$ cat src/rtl/bit_serializer_if.sv
// Handshake and serial-output bundle for bit_serializer.
// The producer/monitor side uses the master modport; the serializer uses slave.
interface bit_serializer_if #(
   parameter int unsigned WIDTH = 8
);
   logic [WIDTH-1:0] data_in;
   logic             load_valid;
   logic             load_ready;
   logic             out_bit;
   logic             out_valid;
   logic             out_last;
   logic [15:0]      word_cnt;

   modport master (
      output data_in,
      output load_valid,
      input  load_ready,
      input  out_bit,
      input  out_valid,
      input  out_last,
      input  word_cnt
   );

   modport slave (
      input  data_in,
      input  load_valid,
      output load_ready,
      output out_bit,
      output out_valid,
      output out_last,
      output word_cnt
   );
endinterface

$ cat src/rtl/bit_serializer.sv
// Parallel-to-serial front end: WIDTH-bit words in over valid/ready, one bit per clock out.
// Define BIT_SERIALIZER_LSB_FIRST_EN for LSB-first output; MSB-first otherwise.
module bit_serializer #(
   parameter int unsigned WIDTH = 8
) (
   input logic            clk,
   input logic            reset_n,
   bit_serializer_if.slave bus
);
   localparam int unsigned     CntW   = $clog2(WIDTH);
   localparam logic [CntW-1:0] CntMax = CntW'(WIDTH - 1);

   typedef enum logic {
      StIdle,
      StShift
   } state_e;

   state_e           r_state,    w_state_d;
   logic [WIDTH-1:0] r_sreg,     w_sreg_d;
   logic [CntW-1:0]  r_bcnt,     w_bcnt_d;
   logic [15:0]      r_word_cnt, w_word_cnt_d;

   logic             w_shifting;
   logic             w_last;
   logic             w_load_ready;
   logic             w_handshake;
   logic             w_head;
   logic [WIDTH-1:0] w_sreg_shifted;

   assign w_shifting   = (r_state == StShift);
   assign w_last       = w_shifting && (r_bcnt == '0);
   // Ready depends on registered state only, so it never loops back from load_valid.
   assign w_load_ready = (r_state == StIdle) || w_last;
   assign w_handshake  = bus.load_valid && w_load_ready;

`ifdef BIT_SERIALIZER_LSB_FIRST_EN
   assign w_head         = r_sreg[0];
   assign w_sreg_shifted = {1'b0, r_sreg[WIDTH-1:1]};
`else
   assign w_head         = r_sreg[WIDTH-1];
   assign w_sreg_shifted = {r_sreg[WIDTH-2:0], 1'b0};
`endif

   always_comb begin
      w_state_d    = r_state;
      w_sreg_d     = r_sreg;
      w_bcnt_d     = r_bcnt;
      w_word_cnt_d = r_word_cnt;
      unique case (r_state)
         StIdle: begin
            if (w_handshake) begin
               w_sreg_d  = bus.data_in;
               w_bcnt_d  = CntMax;
               w_state_d = StShift;
            end
         end
         StShift: begin
            if (r_bcnt == '0) begin
               w_word_cnt_d = r_word_cnt + 16'd1;
               // A handshake here keeps the stream gapless across the word boundary.
               if (w_handshake) begin
                  w_sreg_d = bus.data_in;
                  w_bcnt_d = CntMax;
               end else begin
                  w_state_d = StIdle;
               end
            end else begin
               w_sreg_d = w_sreg_shifted;
               w_bcnt_d = r_bcnt - CntW'(1);
            end
         end
      endcase
   end

   always_ff @(posedge clk or negedge reset_n) begin
      if (!reset_n) begin
         r_state    <= StIdle;
         r_sreg     <= '0;
         r_bcnt     <= '0;
         r_word_cnt <= '0;
      end else begin
         r_state    <= w_state_d;
         r_sreg     <= w_sreg_d;
         r_bcnt     <= w_bcnt_d;
         r_word_cnt <= w_word_cnt_d;
      end
   end

   assign bus.load_ready = w_load_ready;
   assign bus.out_valid  = w_shifting;
   assign bus.out_bit    = w_shifting && w_head;
   assign bus.out_last   = w_last;
   assign bus.word_cnt   = r_word_cnt;
endmodule

$ cat src/flat_wrapper.sv
// flat-port wrapper written by rule: the top's interface ports become plain ports
module bit_serializer_flat 
#(
   parameter int unsigned WIDTH = 8
)
  (clk, reset_n, bus_data_in, bus_load_valid, bus_load_ready, bus_out_bit, bus_out_valid, bus_out_last, bus_word_cnt);
  bit_serializer_if #(.WIDTH(WIDTH)) bus_i ();
  input logic clk;
  input logic reset_n;
  input wire logic [$bits(bus_i.data_in)-1:0] bus_data_in;
  input wire logic [$bits(bus_i.load_valid)-1:0] bus_load_valid;
  output wire logic [$bits(bus_i.load_ready)-1:0] bus_load_ready;
  output wire logic [$bits(bus_i.out_bit)-1:0] bus_out_bit;
  output wire logic [$bits(bus_i.out_valid)-1:0] bus_out_valid;
  output wire logic [$bits(bus_i.out_last)-1:0] bus_out_last;
  output wire logic [$bits(bus_i.word_cnt)-1:0] bus_word_cnt;
  assign bus_i.data_in = bus_data_in;
  assign bus_i.load_valid = bus_load_valid;
  assign bus_load_ready = bus_i.load_ready;
  assign bus_out_bit = bus_i.out_bit;
  assign bus_out_valid = bus_i.out_valid;
  assign bus_out_last = bus_i.out_last;
  assign bus_word_cnt = bus_i.word_cnt;
  bit_serializer #(.WIDTH(WIDTH)) u_core (.clk(clk), .reset_n(reset_n), .bus(bus_i));
endmodule
$ cat config.mk
export PLATFORM = sky130hd
export DESIGN_NAME = bit_serializer_flat
export DESIGN_NICKNAME = d
export VERILOG_FILES = /design/src/rtl/bit_serializer_if.sv /design/src/rtl/bit_serializer.sv /design/src/flat_wrapper.sv
export SDC_FILE = /design/constraint.sdc
export NUM_CORES = 1
export LEC_CHECK = 0
export CAP_MARGIN = 20
export CELL_PAD_IN_SITES_DETAIL_PLACEMENT = 0
export CELL_PAD_IN_SITES_GLOBAL_PLACEMENT = 1
export CORE_MARGIN = 2
export CORE_UTILIZATION = 37
export CTS_CLUSTER_DIAMETER = 40
export CTS_CLUSTER_SIZE = 12
export DETAILED_ROUTE_END_ITERATION = 12
export PLACE_DENSITY = 0.76
export SLEW_MARGIN = 5
export SYNTH_ARGS = -nofsm -noshare
export SYNTH_HDL_FRONTEND = slang
export SYNTH_SLANG_ARGS = --single-unit
$ cat constraint.sdc
create_clock -name clk -period 2.2 [get_ports clk]
set_clock_uncertainty 0.1 [all_clocks]
set_input_delay 0.22 -clock clk [delete_from_list [all_inputs] [get_ports clk]]
set_output_delay 0.22 -clock clk [all_outputs]
set_load 0.05 [all_outputs]
Word-level counts from Yosys, hierarchy flattened. Cells that the tools add are included.

$add $sub $neg: 2. Reduce and logical (&&, ||, !) cells: 6. Mux-type cells: 9. Bitwise operators: 1.

Operators with widths (number): $add A16 B1 Y16 const B (1); $mux W8 (2); $pmux W8 S2 (1); $mux W3 (2); $pmux W3 S2 (1); $logic_and A1 B1 Y1 (3); $logic_not A3 Y1 (1); $sub A3 B1 Y3 const B (1); $mux W1 (2); $pmux W1 S2 (1); $reduce_and A2 Y1 (1); $logic_or A1 B1 Y1 (1); $not A1 Y1 (1).

Register bits after elaboration: 28. Input port bits: 11. Output and inout bits: 20.

Depth between registers and ports, before layout. Gate-level depths: netlist of run 1.

Depth after elaboration: 7. Gate-level depth with buffers: 7.

Worst setup path after synthesis of run 1. OpenSTA, ideal clock, no wires.

Path kind: register to output. Start: register u_core.r_state, in the netlist u_core.bus.out_valid. End: output bus_load_ready. Path buffers: 1. Arrival: 1.477 ns. Cell stages (with the launch flop): 4. Path slack: 0.403 ns. Cell sequence: dfrtp_1 o21a_1 clkbuf_1 inv_1.

Word-level cells in the longest chain between the ends: 2. Elaborated cells between the ends (all ways): 3. Classes of those cells: 1 x bitwise; 2 x reduce/logical.

RTL lines: from (decl) (RTL line bit_serializer.sv:18) `state_e r_state, w_state_d;`; from (signal assigned) (RTL line bit_serializer.sv:77) `r_state <= StIdle;`; from (signal assigned) (RTL line bit_serializer.sv:82) `r_state <= w_state_d;`; $logic_and A1 B1 Y1 / $not A1 Y1 (equally long branches) (RTL line bit_serializer.sv:31, bit_serializer.sv:33); $logic_or A1 B1 Y1 (*) (RTL line bit_serializer.sv:33) `assign w_load_ready = (r_state == StIdle) || w_last;`; to (decl) (RTL line flat_wrapper.sv:12) `output wire logic [$bits(bus_i.load_ready)-1:0] bus_load_ready;`.

Mark *: on every way between the ends. The rest lies on a longest branch, timed or not.

Final worst setup path of run 1.
Start: register u_core.r_bcnt[0]. End: output bus_load_ready.

Word-level cells in the longest chain between the ends: 3.

RTL lines: from (decl) (RTL line bit_serializer.sv:20) `logic [CntW-1:0] r_bcnt, w_bcnt_d;`; from (signal assigned) (RTL line bit_serializer.sv:84) `r_bcnt <= w_bcnt_d;`; $logic_not A3 Y1 (RTL line bit_serializer.sv:31) `assign w_last = w_shifting && (r_bcnt == '0);`; $logic_and A1 B1 Y1 (RTL line bit_serializer.sv:31); $logic_or A1 B1 Y1 (RTL line bit_serializer.sv:33).

No other way between the ends.

==> results of run 1 <==
==> cell usage in the layout (no fill, tap or decap), types with 3 or more instances in the layout <==
cell and n:
nor2_1 5, nor3_1 4, clkdlybuf4s50_1 27, mux2i_1 8
clkbuf_4 3, nand3_1 7, o21ai_0 7, xor2_1 3
a21oi_1 3, inv_1 6, buf_4 3, dfrtp_1 28
nand2_1 14, xnor2_1 12, ha_1 3
==> metal layers <==
metal / part of all wire / track usage / wire length [um] / vias up
li1: - / - / - / 458
met2: 0.47 / 0.224 / 1100 / 27
met1: 0.46 / 0.161 / 1070 / 433
met5: 0 / 0 / 0 / -
met3: 0.060 / 0.0396 / 139 / 2
met4: 0.0065 / 0.0417 / 15 / 0
==> sequential cells by signal, summed over array words and instances (netlist names) <==
| name | count |
|---|---|
| u_core.bus.word_cnt | 16 |
| u_core.r_sreg | 8 |
| u_core.r_bcnt | 3 |
| u_core.bus.out_valid | 1 |
==> layout make-up <==
cell class	instances	area (sq um)	area share
Clock buffer	3	22.5	0.0132
Clock inverter	1	30.0	0.0176
Inverter	6	22.5	0.0132
Multi-Input combinational cell	79	544	0.320
Sequential cell	28	701	0.411
Tap cell	46	57.6	0.0338
Timing Repair Buffer	32	325	0.191
==> kinds of logic (layout without fill, tap and decap cells) <==
family,count (synthesis),after routing,share of synthesized area
AND/OR/NAND/NOR,39,39,0.164
flip-flops,28,28,0.548
XOR/XNOR,15,15,0.103
AO/OA/AOI/OAI,13,13,0.0568
multiplexers,9,9,0.0714
buffers and inverters,9,42,0.0274
adder cells (fa/ha/maj),3,3,0.0294
==> worst min path at each step <==
stage / start / endpoint / slack (ps) / depth (start not counted)
finish: reset_n / u_core.bus.word_cnt[4] / 140 / 2
global route: reset_n / u_core.bus.word_cnt[4] / 170 / 2
CTS: reset_n / u_core.bus.word_cnt[4] / 140 / 2
detailed placement: u_core.r_bcnt[0] / u_core.r_bcnt[0] / 370 / 1
global placement: u_core.r_bcnt[0] / u_core.r_bcnt[0] / 360 / 1
floorplan: reset_n / u_core.bus.out_valid / -180 / 0
==> power breakdown <==
group | switching [mW] | leakage [nW] | internal, mW
combinational | 0.429 | 0.379 | 0.290
sequential | 0.107 | 0.369 | 0.632
clock | 0.159 | 0.0279 | 0.184
==> repair_timing <==
action	in CTS	in global routing
setup endpoints to repair	0	2
gates resized for setup	0	2
hold buffers	0	0
==> through the flow <==
stage               total power [mW]   util  setup slack, ps
finish                          1.80  0.510              161
global route                    1.92  0.510             41.5
CTS                             1.83  0.509             13.7
detailed placement              1.48  0.493              426
global placement                1.46  0.493              446
floorplan                       1.22      -              403
==> summary.md, run 1 <==
| Metric | Value |
|---|---|
| Worst R2R End | `u_core.bus.word_cnt[8]` |
| GRT Residual Overflow | `0` |
| Flop2flop setup slack | `460 ps` |
| Hold_ws | `145 ps` |
| Critical path peak fanout | `12` |
| Pre-antenna DRT Iters | `2` |
| Reg2reg start | `u_core.r_bcnt[0]` |
| Vias per cell | `about 4.7` |
| Setup crit start | `u_core.r_bcnt[0]` |
| CTS root buffer | `clkbuf_4` |
| Commonest cells in the netlist | `dfrtp_1, nand2_1, xnor2_1` |
| Pins over their slew limit | `0` |
| H-tree depth | `1` |
| Fillers | `323` |
| Top-count cell post-synth | `dfrtp_1` |
| WL/cell | `between 10 and 15 um` |
| PwrDens | `1060 nW/um^2` |
| DP Area | `between 1500 and 2000 sq um` |
| First-pass GRT wire length | `~4.1 mm` |
| Ys flop type | `dfrtp_1` |
| RSZ-0062 raised after global routing | `false` |
| Actual slew at the worst max-slew pin | `612 ps` |
| Initial antenna violation count | `0` |
| Die H | `around 63 um` |
| Crit end category | `output pin` |
| Clock Sinks | `28` |
| Yosys cell types | `26` |
| Layout Cells excl Fill | `195` |
| Area delta synth->final | `33.2%` |
| Layout cells sized above 1 | `0.101` |
| DRT antenna net count | `0` |
| GRT Util Overall | `0.132` |
| Worst path cell trace | `inv_1 > ha_1 > inv_1 > o21a_2 > inv_1 > buf_12` |
| Final Instance Area | `approximately 1700 sq um` |
| Critical Path End | `bus_load_ready` |
| MaxCap Viol Count | `0` |
| Worst Hold Class | `primary input to asynchronous set/reset pin` |
| R2R cell count | `6` |
| VDD IR max | `0.000648 V` |
| Final #Nets | `164` |
| Io pins | `31` |
| Run status | `complete, no violations` |
| Clock latency on the worst-skew pair | `roughly 330 ps` |
| Setup Crit Path Kind | `flip-flop to output pin` |
| WL final | `2.32 mm` |
| Lkg Pwr | `0.775 nW` |
| Cell family with most CP delay | `flip-flops` |
| Period utilization | `0.927` |
| Top cell by count, worst path | `inv_1` |
| Largest net degree at the start of global routing | `29` |
| Clock-pin slew on the worst setup and hold paths | `150 ps` |
| Mapped cell area | `1280 sq um` |
| Antenna diodes | `0` |
| Post-synth net total | `130` |
| Final setup viols | `0` |
| Port Buf Inserts | `30` |
| Core area | `approximately 3300 sq um` |
| Fmax | `490 MHz` |
| Setup TNS | `0 ps` |
| Worst path depth | `6` |
| Crit path largest cell delay | `roughly 420 ps` |
| CTS tree | `yes` |
| Async S/R FF share, synth | `1.00` |
| Leading area contributor after synthesis | `dfrtp_1` |
| Ranking of synthesized cells by area | `dfrtp_1, xnor2_1, mux2i_1` |
| Arrival time worst endpoint | `1720 ps` |
| #FFs+latches synth | `28` |
| DP Cell Count | `191` |
| Fin. Hold Viols | `0` |
| Type of origin of the critical path | `flip-flop` |
| DR vias | `920` |
| Initial core utilization | `0.383` |
| Row cnt | `21` |
| Post-DP HPWL | `1.74 mm` |
| Slowest CP cell | `dfrtp_1` |
| Worst relative slew slack | `0.591` |
| Bufs and invs on worst path | `4` |
| Die area | `3940 sq um` |
| CP Data Required Time | `approximately 1900 ps` |
| DR DRC count | `0` |
| Number of global-route vias before repair | `909` |
| # Post-CTS Setup Buffers | `0` |
| Syn Inst Count | `116` |
| Final min period | `2040 ps` |
| CTS Buffer Depth | `2` |
| Sequential fraction of the synthesis area | `0.548` |
| Num CTS Buffers | `3` |
| Gpl congestion | `about 0.71` |
| Synth top area share | `0.548` |
| Post-Synthesis Mean Instance Area | `11.0 sq um` |
| Iter 0 DRT Violations | `22` |
| Die X | `62.8 um` |
| Post-synth EDFFs | `0` |
| Ys Warns | `0` |
Power figures use the tool's default switching activity.
==> run 2: changes to the inputs <==
Settings changed: CTS_CLUSTER_SIZE 12 to not set.
==> results of run 2 <==
Final layout, timing and power as in run 1 (identical DEF).
==> run 3: changes to the inputs <==
Settings changed: GPL_ROUTABILITY_DRIVEN set to 0, MAX_ROUTING_LAYER set to met4.
==> summary.md, run 3 (same netlist as run 1, synthesis figures left out) <==
| Metric | Value |
|---|---|
| Core area | `3340 sq um (unchanged)` |
| Fillers | `323 (unchanged)` |
| Clock-pin slew on the worst setup and hold paths | `160 ps (about the same)` |
| Type of origin of the critical path | `flip-flop` |
| Area delta synth->final | `33.2% (unchanged)` |
| Final #Nets | `164 (unchanged)` |
| Initial core utilization | `0.383 (unchanged)` |
| Design Power | `1.80 mW (+0.11%)` |
| CTS root buffer | `clkbuf_4` |
| Net Sw Frac | `0.386 (+0.000656)` |
| Post-DP HPWL | `1.74 mm (unchanged)` |
| WL final | `2.34 mm (+0.52%)` |
| Setup TNS | `0 ps (unchanged)` |
| Die area | `3940 sq um (unchanged)` |
| Num CTS Buffers | `3 (unchanged)` |
| Clock Sinks | `28 (unchanged)` |
| Reg2reg start | `u_core.r_bcnt[0]` |
| Final Util | `0.510 (unchanged)` |
| Setup Crit Path Kind | `flip-flop to output pin` |
| Setup crit start | `u_core.r_bcnt[0]` |
| Actual slew at the worst max-slew pin | `613 ps (+1.56 ps)` |
| Clock power frac | `0.192 (about the same)` |
| DR DRC count | `0 (unchanged)` |
| Highest-count cells in the layout ignoring fill and taps | `dfrtp_1, clkdlybuf4s50_1, nand2_1, xnor2_1, mux2i_1` |
| Critical path peak fanout | `12 (unchanged)` |
| Io pins | `31 (unchanged)` |
| Crit end category | `output pin` |
| MaxCap Viol Count | `0 (unchanged)` |
| VDD IR max | `0.000648 V (about the same)` |
| WL/cell | `12.0 um (+0.52%)` |
| Arrival time worst endpoint | `1720 ps (about the same)` |
| Row cnt | `21 (unchanged)` |
| Initial antenna violation count | `0 (unchanged)` |
| Sequential share of power | `0.410 (about the same)` |
| Comb power frac | `0.399 (about the same)` |
| Most common cell after layout, fill and taps aside | `dfrtp_1` |
| Die H | `62.8 um (unchanged)` |
| Iter 0 DRT Violations | `26 (+18%)` |
| Largest net degree at the start of global routing | `29 (unchanged)` |
| CTS Buffer Depth | `2 (unchanged)` |
| CP Data Required Time | `1880 ps (about the same)` |
| Vias per cell | `4.73 (+0.22%)` |
| GRT Residual Overflow | `0 (unchanged)` |
| Die X | `62.8 um (unchanged)` |
| Fmax | `490 MHz (-0.13%)` |
| GRT Util Overall | `0.136 (+0.00378)` |
| Max reg flops | `16 (unchanged)` |
| Pins over their slew limit | `0 (unchanged)` |
| DRT antenna net count | `0 (unchanged)` |
| Layout cells sized above 1 | `0.101 (unchanged)` |
| R2R cell count | `6 (unchanged)` |
| Final min period | `2040 ps (+2.72 ps)` |
| RSZ-0062 raised after global routing | `false` |
| CTS tree | `yes` |
| Antenna diodes | `0 (unchanged)` |
| PwrDens | `1060 nW/um^2 (+0.11%)` |
| Clock latency on the worst-skew pair | `340 ps (about the same)` |
| Worst Hold Class | `primary input to asynchronous set/reset pin` |
| Pre-antenna DRT Iters | `4 (+2)` |
| DR vias | `922 (+0.22%)` |
| Power Internal | `1.11 mW (about the same)` |
| Worst R2R End | `u_core.bus.word_cnt[8]` |
| Critical Path End | `bus_load_ready` |
| Psw | `697 uW (+0.28%)` |
| Port Buf Inserts | `30 (unchanged)` |
| H-tree depth | `1 (unchanged)` |
| Worst relative slew slack | `0.590 (-0.00104)` |
| Final setup viols | `0 (unchanged)` |
| Fin. Hold Viols | `0 (unchanged)` |
| First-pass GRT wire length | `4.13 mm (unchanged)` |
| Number of global-route vias before repair | `908 (-0.11%)` |
| Period utilization | `0.928 (+0.00124)` |
| Lkg Pwr | `0.775 nW (unchanged)` |
| Flop2flop setup slack | `460 ps (about the same)` |
| Run status | `complete, no violations` |
[run 3: cell counts in the layout (fill, tap and decap cells not counted)]
Identical to the previous run, type by type.
[run 3: worst min-delay path by stage]
stage	from	to	slack (ps)	depth (start not counted)
after floorplan	reset_n	u_core.bus.out_valid	-180	0
final	reset_n	u_core.bus.word_cnt[4]	140	2
after detailed placement	u_core.r_bcnt[0]	u_core.r_bcnt[0]	370	1
after global placement	u_core.r_bcnt[0]	u_core.r_bcnt[0]	360	1
after global routing	reset_n	u_core.bus.word_cnt[4]	170	2
after CTS	reset_n	u_core.bus.word_cnt[4]	140	2
[run 3: final cells by class]
| type | instances | area [sq um] | area share |
|---|---|---|---|
| inverter | 6 | 22.5 | 0.0132 |
| timing repair buffer | 32 | 325 | 0.191 |
| tap | 46 | 57.6 | 0.0338 |
| sequential | 28 | 701 | 0.411 |
| multi-input combinational | 79 | 544 | 0.320 |
| clock buffer | 3 | 22.5 | 0.0132 |
| clock inverter | 1 | 30.0 | 0.0176 |
[run 3: repair_timing]
action,CTS,global route
hold buffers,0,0
endpoints found under the setup margin,0,2
resized for setup,0,2
setup buffers,0,0
[run 3: power groups by stage]
stage                     sequential (mW)  combinational, mW  clock [mW]
after floorplan                     0.872              0.352           0
after global placement              0.744              0.713           0
final                               0.739              0.719       0.346
after detailed placement            0.752              0.733           0
after global routing                0.759              0.786       0.375
after CTS                           0.740              0.735       0.355
[run 3: critical path, cell delays in order, from the launching register on]
cell and delay, ps:
dfrtp_1 420, inv_1 90, ha_1 260, inv_1 80, o21a_2 280, inv_1 110
buf_12 140
[run 3: per-stage QoR]
stage	hold WS, ps	std cells	cell area (sq um)	setup slack [ps]
after floorplan	-176	116	1280	403
after global placement	360	191	1650	446
after detailed placement	369	191	1650	426
after CTS	145	195	1700	13.7
after global routing	170	195	1700	41.5
final	140	195	1700	158
[run 3: layer usage]
layer  GRT usage  routed length [um]
met2       0.224                1090
met3      0.0378                 141
met5           -                   0
met4      0.0417                  26
met1       0.162                1080
